[src/rtl/md_pkg.sv]
// md_pkg
// Shared definitions for the RV32M multiply/divide sequencer.
//   XLEN       : operand/result width (only 32 is supported)
//   md_op_e    : M-extension operation, encoded exactly as funct3
//   md_state_e : sequencer FSM states
//   MD_ITER    : number of radix-2 iterations per operation
//   DIV0_QUOT  : quotient returned for a zero divisor
//   INT_MIN    : most negative 32-bit value, used for the signed overflow case
package md_pkg;

  localparam int XLEN    = 32;
  localparam int MD_ITER = 32;

  localparam logic [31:0] DIV0_QUOT = 32'hFFFF_FFFF;
  localparam logic [31:0] INT_MIN   = 32'h8000_0000;

  typedef enum logic [2:0] {
    OP_MUL    = 3'b000,
    OP_MULH   = 3'b001,
    OP_MULHSU = 3'b010,
    OP_MULHU  = 3'b011,
    OP_DIV    = 3'b100,
    OP_DIVU   = 3'b101,
    OP_REM    = 3'b110,
    OP_REMU   = 3'b111
  } md_op_e;

  typedef enum logic [1:0] {
    IDLE = 2'd0,
    CALC = 2'd1,
    DONE = 2'd2
  } md_state_e;

  // Operand a is treated as a signed value by these ops.
  function automatic logic op_signed_a(input md_op_e op);
    return (op == OP_MULH) || (op == OP_MULHSU) || (op == OP_DIV) || (op == OP_REM);
  endfunction

  // Operand b is treated as a signed value by these ops (MULHSU keeps b unsigned).
  function automatic logic op_signed_b(input md_op_e op);
    return (op == OP_MULH) || (op == OP_DIV) || (op == OP_REM);
  endfunction

endpackage

[src/rtl/md_iter_step.sv]
// md_iter_step
// One combinational radix-2 iteration on the working value {hi, lo}.
//   is_div   : 1 = restoring-division step, 0 = shift-add multiply step
//   hi_in    : 33-bit upper working value (product high half / partial remainder)
//   lo_in    : 32-bit lower working value (multiplier bits / dividend-quotient bits)
//   operand  : multiplicand (multiply) or divisor (divide), already a magnitude
//   hi_out   : upper working value after this iteration
//   lo_out   : lower working value after this iteration
module md_iter_step
  import md_pkg::*;
(
  input  logic        is_div,
  input  logic [32:0] hi_in,
  input  logic [31:0] lo_in,
  input  logic [31:0] operand,
  output logic [32:0] hi_out,
  output logic [31:0] lo_out
);

  logic [32:0] mul_acc;
  logic [32:0] shifted;
  logic [33:0] diff;

  // Multiply: conditionally add the multiplicand into the upper bits, then the
  // whole 65-bit {carry, hi, lo} shifts right so the next multiplier bit reaches lo[0].
  // Divide: the next dividend MSB is shifted into the partial remainder and the
  // divisor is trial-subtracted; a clear borrow bit means the subtraction is kept
  // and a quotient 1 is shifted into lo, otherwise the shifted value is restored.
  always_comb begin
    mul_acc = lo_in[0] ? (hi_in + {1'b0, operand}) : hi_in;
    shifted = {hi_in[31:0], lo_in[31]};
    diff    = {1'b0, shifted} - {2'b00, operand};
    hi_out  = {1'b0, mul_acc[32:1]};
    lo_out  = {mul_acc[0], lo_in[31:1]};
    if (is_div) begin
      if (!diff[33]) begin
        hi_out = diff[32:0];
        lo_out = {lo_in[30:0], 1'b1};
      end else begin
        hi_out = shifted;
        lo_out = {lo_in[30:0], 1'b0};
      end
    end
  end

endmodule

[src/rtl/md_sequencer.sv]
// md_sequencer
// Multi-cycle RV32M multiply/divide unit sitting beside the EX-stage ALU.
//   i_clk        : clock, all state changes on the rising edge
//   i_rst_n      : synchronous active-low reset
//   i_start      : EX holds a valid M-op (only looked at in IDLE)
//   i_md_op      : funct3 of the M-op
//   i_operand_a  : rs1 value
//   i_operand_b  : rs2 value
//   i_flush      : aborts the operation in flight, wins over i_start
//   o_stall      : freezes PC, IF/ID and ID/EX while the unit is working
//   o_busy       : high while iterating
//   o_done       : one-cycle pulse, o_md_data valid in that cycle
//   o_md_data    : registered result, held until the next completion
module md_sequencer
  import md_pkg::*;
#(
  parameter int XLEN = md_pkg::XLEN
) (
  input  logic            i_clk,
  input  logic            i_rst_n,
  input  logic            i_start,
  input  logic [2:0]      i_md_op,
  input  logic [XLEN-1:0] i_operand_a,
  input  logic [XLEN-1:0] i_operand_b,
  input  logic            i_flush,
  output logic            o_stall,
  output logic            o_busy,
  output logic            o_done,
  output logic [XLEN-1:0] o_md_data
);

  localparam logic [4:0] LAST_ITER = 5'(MD_ITER - 1);

  md_state_e   state_q, state_d;
  logic [4:0]  cnt_q;
  md_op_e      op_q;
  logic [32:0] hi_q;
  logic [31:0] lo_q;
  logic [31:0] opnd_q;
  logic        neg_q;
  logic        neg_rem_q;
  logic [31:0] data_q;

  md_op_e      op_in;
  logic        sa, sb, in_is_div, special;
  logic [31:0] a_mag, b_mag, special_val;

  logic [32:0] step_hi;
  logic [31:0] step_lo;
  logic [63:0] prod, prod_fix;
  logic [31:0] quot_fix, rem_fix, final_res;

  // Incoming operation decode: signs, magnitudes and the two divide cases that
  // skip iteration entirely (zero divisor, and INT_MIN / -1 overflow).
  always_comb begin
    op_in       = md_op_e'(i_md_op);
    in_is_div   = i_md_op[2];
    sa          = op_signed_a(op_in) & i_operand_a[31];
    sb          = op_signed_b(op_in) & i_operand_b[31];
    a_mag       = sa ? (~i_operand_a + 32'd1) : i_operand_a;
    b_mag       = sb ? (~i_operand_b + 32'd1) : i_operand_b;
    special     = 1'b0;
    special_val = 32'd0;
    if (in_is_div) begin
      if (i_operand_b == 32'd0) begin
        special     = 1'b1;
        special_val = i_md_op[1] ? i_operand_a : DIV0_QUOT;
      end else if (op_signed_b(op_in) && (i_operand_a == INT_MIN) &&
                   (i_operand_b == 32'hFFFF_FFFF)) begin
        special     = 1'b1;
        special_val = i_md_op[1] ? 32'd0 : INT_MIN;
      end
    end
  end

  md_iter_step u_step (
    .is_div  (op_q[2]),
    .hi_in   (hi_q),
    .lo_in   (lo_q),
    .operand (opnd_q),
    .hi_out  (step_hi),
    .lo_out  (step_lo)
  );

  // Sign fix-up of the value the last iteration produces, so the result register
  // can be loaded on the same edge that enters DONE.
  always_comb begin
    prod      = {step_hi[31:0], step_lo};
    prod_fix  = neg_q ? (~prod + 64'd1) : prod;
    quot_fix  = neg_q ? (~step_lo + 32'd1) : step_lo;
    rem_fix   = neg_rem_q ? (~step_hi[31:0] + 32'd1) : step_hi[31:0];
    final_res = (op_q == OP_MUL) ? prod_fix[31:0] : prod_fix[63:32];
    if (op_q[2]) begin
      final_res = op_q[1] ? rem_fix : quot_fix;
    end
  end

  // Next-state logic; a flush always returns to IDLE regardless of state.
  always_comb begin
    state_d = state_q;
    if (i_flush) begin
      state_d = IDLE;
    end else begin
      case (state_q)
        IDLE:    if (i_start) state_d = special ? DONE : CALC;
        CALC:    if (cnt_q == LAST_ITER) state_d = DONE;
        default: state_d = IDLE;
      endcase
    end
  end

  // Working registers: operands are latched in IDLE, one iteration per CALC
  // cycle, and the result register only changes when an operation completes
  // without being flushed.
  always_ff @(posedge i_clk) begin
    if (!i_rst_n) begin
      state_q   <= IDLE;
      cnt_q     <= 5'd0;
      op_q      <= OP_MUL;
      hi_q      <= 33'd0;
      lo_q      <= 32'd0;
      opnd_q    <= 32'd0;
      neg_q     <= 1'b0;
      neg_rem_q <= 1'b0;
      data_q    <= 32'd0;
    end else begin
      state_q <= state_d;
      case (state_q)
        IDLE: begin
          if (i_start && !i_flush) begin
            op_q      <= op_in;
            cnt_q     <= 5'd0;
            hi_q      <= 33'd0;
            lo_q      <= in_is_div ? a_mag : b_mag;
            opnd_q    <= in_is_div ? b_mag : a_mag;
            neg_q     <= sa ^ sb;
            neg_rem_q <= sa;
            if (special) data_q <= special_val;
          end
        end
        CALC: begin
          if (!i_flush) begin
            hi_q  <= step_hi;
            lo_q  <= step_lo;
            cnt_q <= 5'(cnt_q + 5'd1);
            if (cnt_q == LAST_ITER) data_q <= final_res;
          end
        end
        default: ;
      endcase
    end
  end

  // The stall covers the accepting cycle combinationally and drops in DONE so
  // the EX/MEM register can capture the result.
  always_comb begin
    o_busy    = (state_q == CALC);
    o_stall   = ((state_q == IDLE) && i_start && !i_flush) || (state_q == CALC);
    o_done    = (state_q == DONE) && !i_flush;
    o_md_data = data_q;
  end

endmodule

[config.mk]
export PLATFORM = sky130hd
export DESIGN_NAME = md_sequencer
export DESIGN_NICKNAME = d
export VERILOG_FILES = /design/src/rtl/md_pkg.sv /design/src/rtl/md_iter_step.sv /design/src/rtl/md_sequencer.sv
export SDC_FILE = /design/constraint.sdc
export NUM_CORES = 1
export LEC_CHECK = 0
export BUFFER_PORTS_ARGS = -buffer_cell sky130_fd_sc_hd__buf_2
export CAP_MARGIN = 20
export CORE_MARGIN = 2
export CORE_UTILIZATION = 55
export DETAILED_ROUTE_END_ITERATION = 8
export PLACE_DENSITY = 0.76
export RECOVER_POWER = 25
export REMOVE_ABC_BUFFERS = 1
export SYNTH_ARGS = -nofsm -noshare
export SYNTH_HDL_FRONTEND = slang
export SYNTH_SLANG_ARGS = --single-unit
[constraint.sdc]
create_clock -name i_clk -period 6 [get_ports i_clk]
set_input_delay 0.9 -clock i_clk [delete_from_list [all_inputs] [get_ports i_clk]]
set_output_delay 0.9 -clock i_clk [all_outputs]
set_load 0.01 [all_outputs]
==> impl_metrics.toml <==
[cts]
cts-resized-gates = 0
cts_setup_buffers = 0
cts.sink_count = 141
cts.htree.levels = 4
cts-root-buf = "sky130_fd_sc_hd__clkbuf_16"
path_clk_slew_ns = 0.07
cts.hold.buffers_added = 0
worst_skew_pair.late_latency_ns = 0.45
cts.path.max_buffers = 2
numCtsBuffers = 17
tritoncts = "done"

[placed_design]
detailedPlacementHpwl_um = 56200
detailed_place.area_um2 = 17700
io_buffer_count = 105
placer_s_final_routability_congestion_estimate = 1.04

[critical_path]
setup.worst_path.class = "register to register"
crit_arrival_ns = 6.01
timing.critical_path.to_type = "register"
start_kind = "register"
crit_fanout = 12
cp_required_ns = 6.38

[timing]
timing.slew.headroom = -0.624
achievable_clock_frequency_ghz = 0.178
min_period_ns = 5.63
setup_viol = 0
timing_worst_slew_pin_value_ns = 2.44
finalCritPeriodShare = 0.938
timing_hold_violations_final = 0
timing.final.max_slew_violations = 141
rsz0062_at_grt = "false"
hold_slack_final_ns = 0.479
worst_clock_skew_ns = 0.0118

[floorplan]
floorplan.initialDensity = 0.555
dieArea_um2 = 32100
placementRows = 64
die_h_um = 179
core-area_um2 = 30300
pin_count = 106
fp.dieW_um = 179

[layout]
n_antenna_cell = 0
most-common-layout-cells = "sky130_fd_sc_hd__nand2_1, sky130_fd_sc_hd__nor2_1, sky130_fd_sc_hd__a21oi_1, sky130_fd_sc_hd__o21ai_0, sky130_fd_sc_hd__dfxtp_1"
final_layout_size_suffix_gt1_frac = 0.0869
design.final.nets = 2629
final_common_cell = "sky130_fd_sc_hd__nand2_1"
layout-area-overhead-vs-synth_pct = 8.02
non_filler_cell_area_final_um2 = 18200
nFillCells = 2937

[route]
via_count_of_the_routed_design = 20300
routed_via_density = 7.03
routed_wirelength_um = 73400
route.detailed.wl_per_inst_um = 25.4
route.antenna.remaining_nets = 0
firstDrtPassIters = 7
drc = 0
dr.first_iter.drc_count = 2354

[synthesis]
synth-edff-count = 0
synth-main-ff-cell = "sky130_fd_sc_hd__dfxtp_1"
synth.lib_cells_used.distinct = 92
synth_cells = 2473
synth_area_leaders = "sky130_fd_sc_hd__dfxtp_1, sky130_fd_sc_hd__nand2_1, sky130_fd_sc_hd__nor2_1"
syn-cell-area_um2 = 16900
post-synth-top-area-cell = "sky130_fd_sc_hd__dfxtp_1"
yosysSeqAreaShare = 0.167
synthArstFlopShare = 0
synthDominantCellAreaShare = 0.167
postSynthRegisterBits = 141
syn-mean-instance-area_um2 = 6.82
ys_warn_count = 0

[run]
max_cap_viol_count = 3

[grt]
largest_net_degree_at_the_start_of_global_routing = 77
antenna_found_initial = 6
grt_remaining_overflow = 0
total_global_route_track_usage = 0.451
grt_first_pass_wirelength_um = 110000
grt_pass1_vias = 18300

[run_status]
violations_in_the_final_reports = "capacitance limit, slew limit"
outcome = "complete, but fails checks"

[power]
power-per-cell-area_nw_per_um2 = 191
leakage_uw = 0.00683
worst_ir_drop_vdd_mv = 0.195

[min_path]
worstHoldPathType = "register to register"
## cell usage after synthesis, types with 11 or more instances
library cell and count:
sky130_fd_sc_hd__a211o_1 11, sky130_fd_sc_hd__a211oi_1 48, sky130_fd_sc_hd__a21o_1 32, sky130_fd_sc_hd__a21oi_1 196, sky130_fd_sc_hd__a22oi_1 34, sky130_fd_sc_hd__a311oi_1 12
sky130_fd_sc_hd__a31oi_1 48, sky130_fd_sc_hd__and2_1 19, sky130_fd_sc_hd__and3_1 19, sky130_fd_sc_hd__buf_1 18, sky130_fd_sc_hd__buf_2 13, sky130_fd_sc_hd__clkbuf_1 136
sky130_fd_sc_hd__dfxtp_1 141, sky130_fd_sc_hd__ha_1 71, sky130_fd_sc_hd__inv_1 71, sky130_fd_sc_hd__mux2_2 11, sky130_fd_sc_hd__mux2i_1 55, sky130_fd_sc_hd__nand2_1 284
sky130_fd_sc_hd__nand2b_1 19, sky130_fd_sc_hd__nand3_1 50, sky130_fd_sc_hd__nand4_1 42, sky130_fd_sc_hd__nor2_1 267, sky130_fd_sc_hd__nor3_1 88, sky130_fd_sc_hd__nor3b_1 15
sky130_fd_sc_hd__nor4_1 30, sky130_fd_sc_hd__o211ai_1 80, sky130_fd_sc_hd__o21a_1 22, sky130_fd_sc_hd__o21ai_0 176, sky130_fd_sc_hd__o221ai_1 14, sky130_fd_sc_hd__o22ai_1 14
sky130_fd_sc_hd__o31ai_1 38, sky130_fd_sc_hd__o41ai_1 15, sky130_fd_sc_hd__or2_2 14, sky130_fd_sc_hd__or3_1 39, sky130_fd_sc_hd__or4_1 15, sky130_fd_sc_hd__xnor2_1 91
sky130_fd_sc_hd__xor2_1 70
## stage by stage
stage	total power, uW	setup WS [ns]	setup TNS [ns]	util	std cells
after floorplan	1890	-1.38	-32.40	-	2299
after global placement	2330	0.789	0	0.582	2861
after detailed placement	2340	0.539	0	0.582	2861
after CTS	3420	0.518	0	0.602	2892
after global routing	3610	0.0803	0	0.600	2893
final	3490	0.372	0	0.600	2893
## cells by family (layout without fill, tap and decap cells)
| kind of cell | after synthesis | after routing | synth area share |
|---|---|---|---|
| buffers and inverters | 248 | 272 | 0.0579 |
| DFF | 141 | 141 | 0.167 |
| xor gates and xnor gates | 161 | 161 | 0.0836 |
| and+or+nand+nor | 941 | 941 | 0.265 |
| adders and majority gates | 73 | 73 | 0.0551 |
| AOI/OAI and AO/OA | 843 | 843 | 0.331 |
| muxes | 66 | 66 | 0.0400 |
## final timing paths
path / from / endpoint / slack [ns] / cells after the start
setup reg to reg: opnd_q[28]$_SDFFE_PN0P_ / o_md_data[26]$_SDFFE_PN0P_ / 0.37 / 20
hold reg to reg: opnd_q[8]$_SDFFE_PN0P_ / opnd_q[8]$_SDFFE_PN0P_ / 0.48 / 2
hold / removal: opnd_q[8]$_SDFFE_PN0P_ / opnd_q[8]$_SDFFE_PN0P_ / 0.48 / 2
setup / recovery: opnd_q[28]$_SDFFE_PN0P_ / o_md_data[26]$_SDFFE_PN0P_ / 0.37 / 20
## worst max-delay path: stages, from the launching register on
cell	delay [ns]
sky130_fd_sc_hd__dfxtp_1	0.37
sky130_fd_sc_hd__inv_1	0.06
sky130_fd_sc_hd__ha_1	0.36
sky130_fd_sc_hd__a21oi_1	0.32
sky130_fd_sc_hd__o21ai_0	0.25
sky130_fd_sc_hd__a21o_1	0.33
sky130_fd_sc_hd__nor2_2	0.47
sky130_fd_sc_hd__a21oi_1	0.21
sky130_fd_sc_hd__a21o_1	0.26
sky130_fd_sc_hd__inv_1	0.07
sky130_fd_sc_hd__ha_1	0.19
sky130_fd_sc_hd__o221ai_1	0.22
sky130_fd_sc_hd__nor3_1	0.47
sky130_fd_sc_hd__and3_1	0.35
sky130_fd_sc_hd__nand3_1	0.19
sky130_fd_sc_hd__o41ai_1	0.46
sky130_fd_sc_hd__nand3b_1	0.14
sky130_fd_sc_hd__o41ai_1	0.36
sky130_fd_sc_hd__xor2_1	0.21
sky130_fd_sc_hd__o21ai_0	0.09
sky130_fd_sc_hd__a21oi_1	0.17
## final cells by class
type | instances | area (um^2) | area share
flip-flops and latches | 141 | 2830 | 0.155
multi-input cells | 2084 | 13100 | 0.718
inverters | 74 | 279 | 0.0153
repair buffers | 167 | 955 | 0.0524
well taps | 396 | 495 | 0.0272
clock inverters | 7 | 87.6 | 0.00481
clock buffers | 24 | 492 | 0.0270
## layer usage
metal	vias up	GRT usage	part of all wire
met1	9496	0.570	0.38
met4	6	0.260	0.062
li1	9236	-	-
met3	293	0.113	0.12
met5	-	0	0.00052
met2	1295	0.695	0.43
## sequential cells by signal, summed over array words and instances (netlist names)
register,cells
hi_q,33
lo_q,32
o_md_data,32
opnd_q,32
cnt_q,5
op_q,3
state_q,2
neg_q,1
neg_rem_q,1
## power by group
part / total [uW] / switching, uW / internal, uW
Clock: 1100 / 448 / 651
Combinational: 1370 / 920 / 447
Sequential: 1020 / 48.0 / 973
No activity file was read; power rests on OpenSTA's default activity.
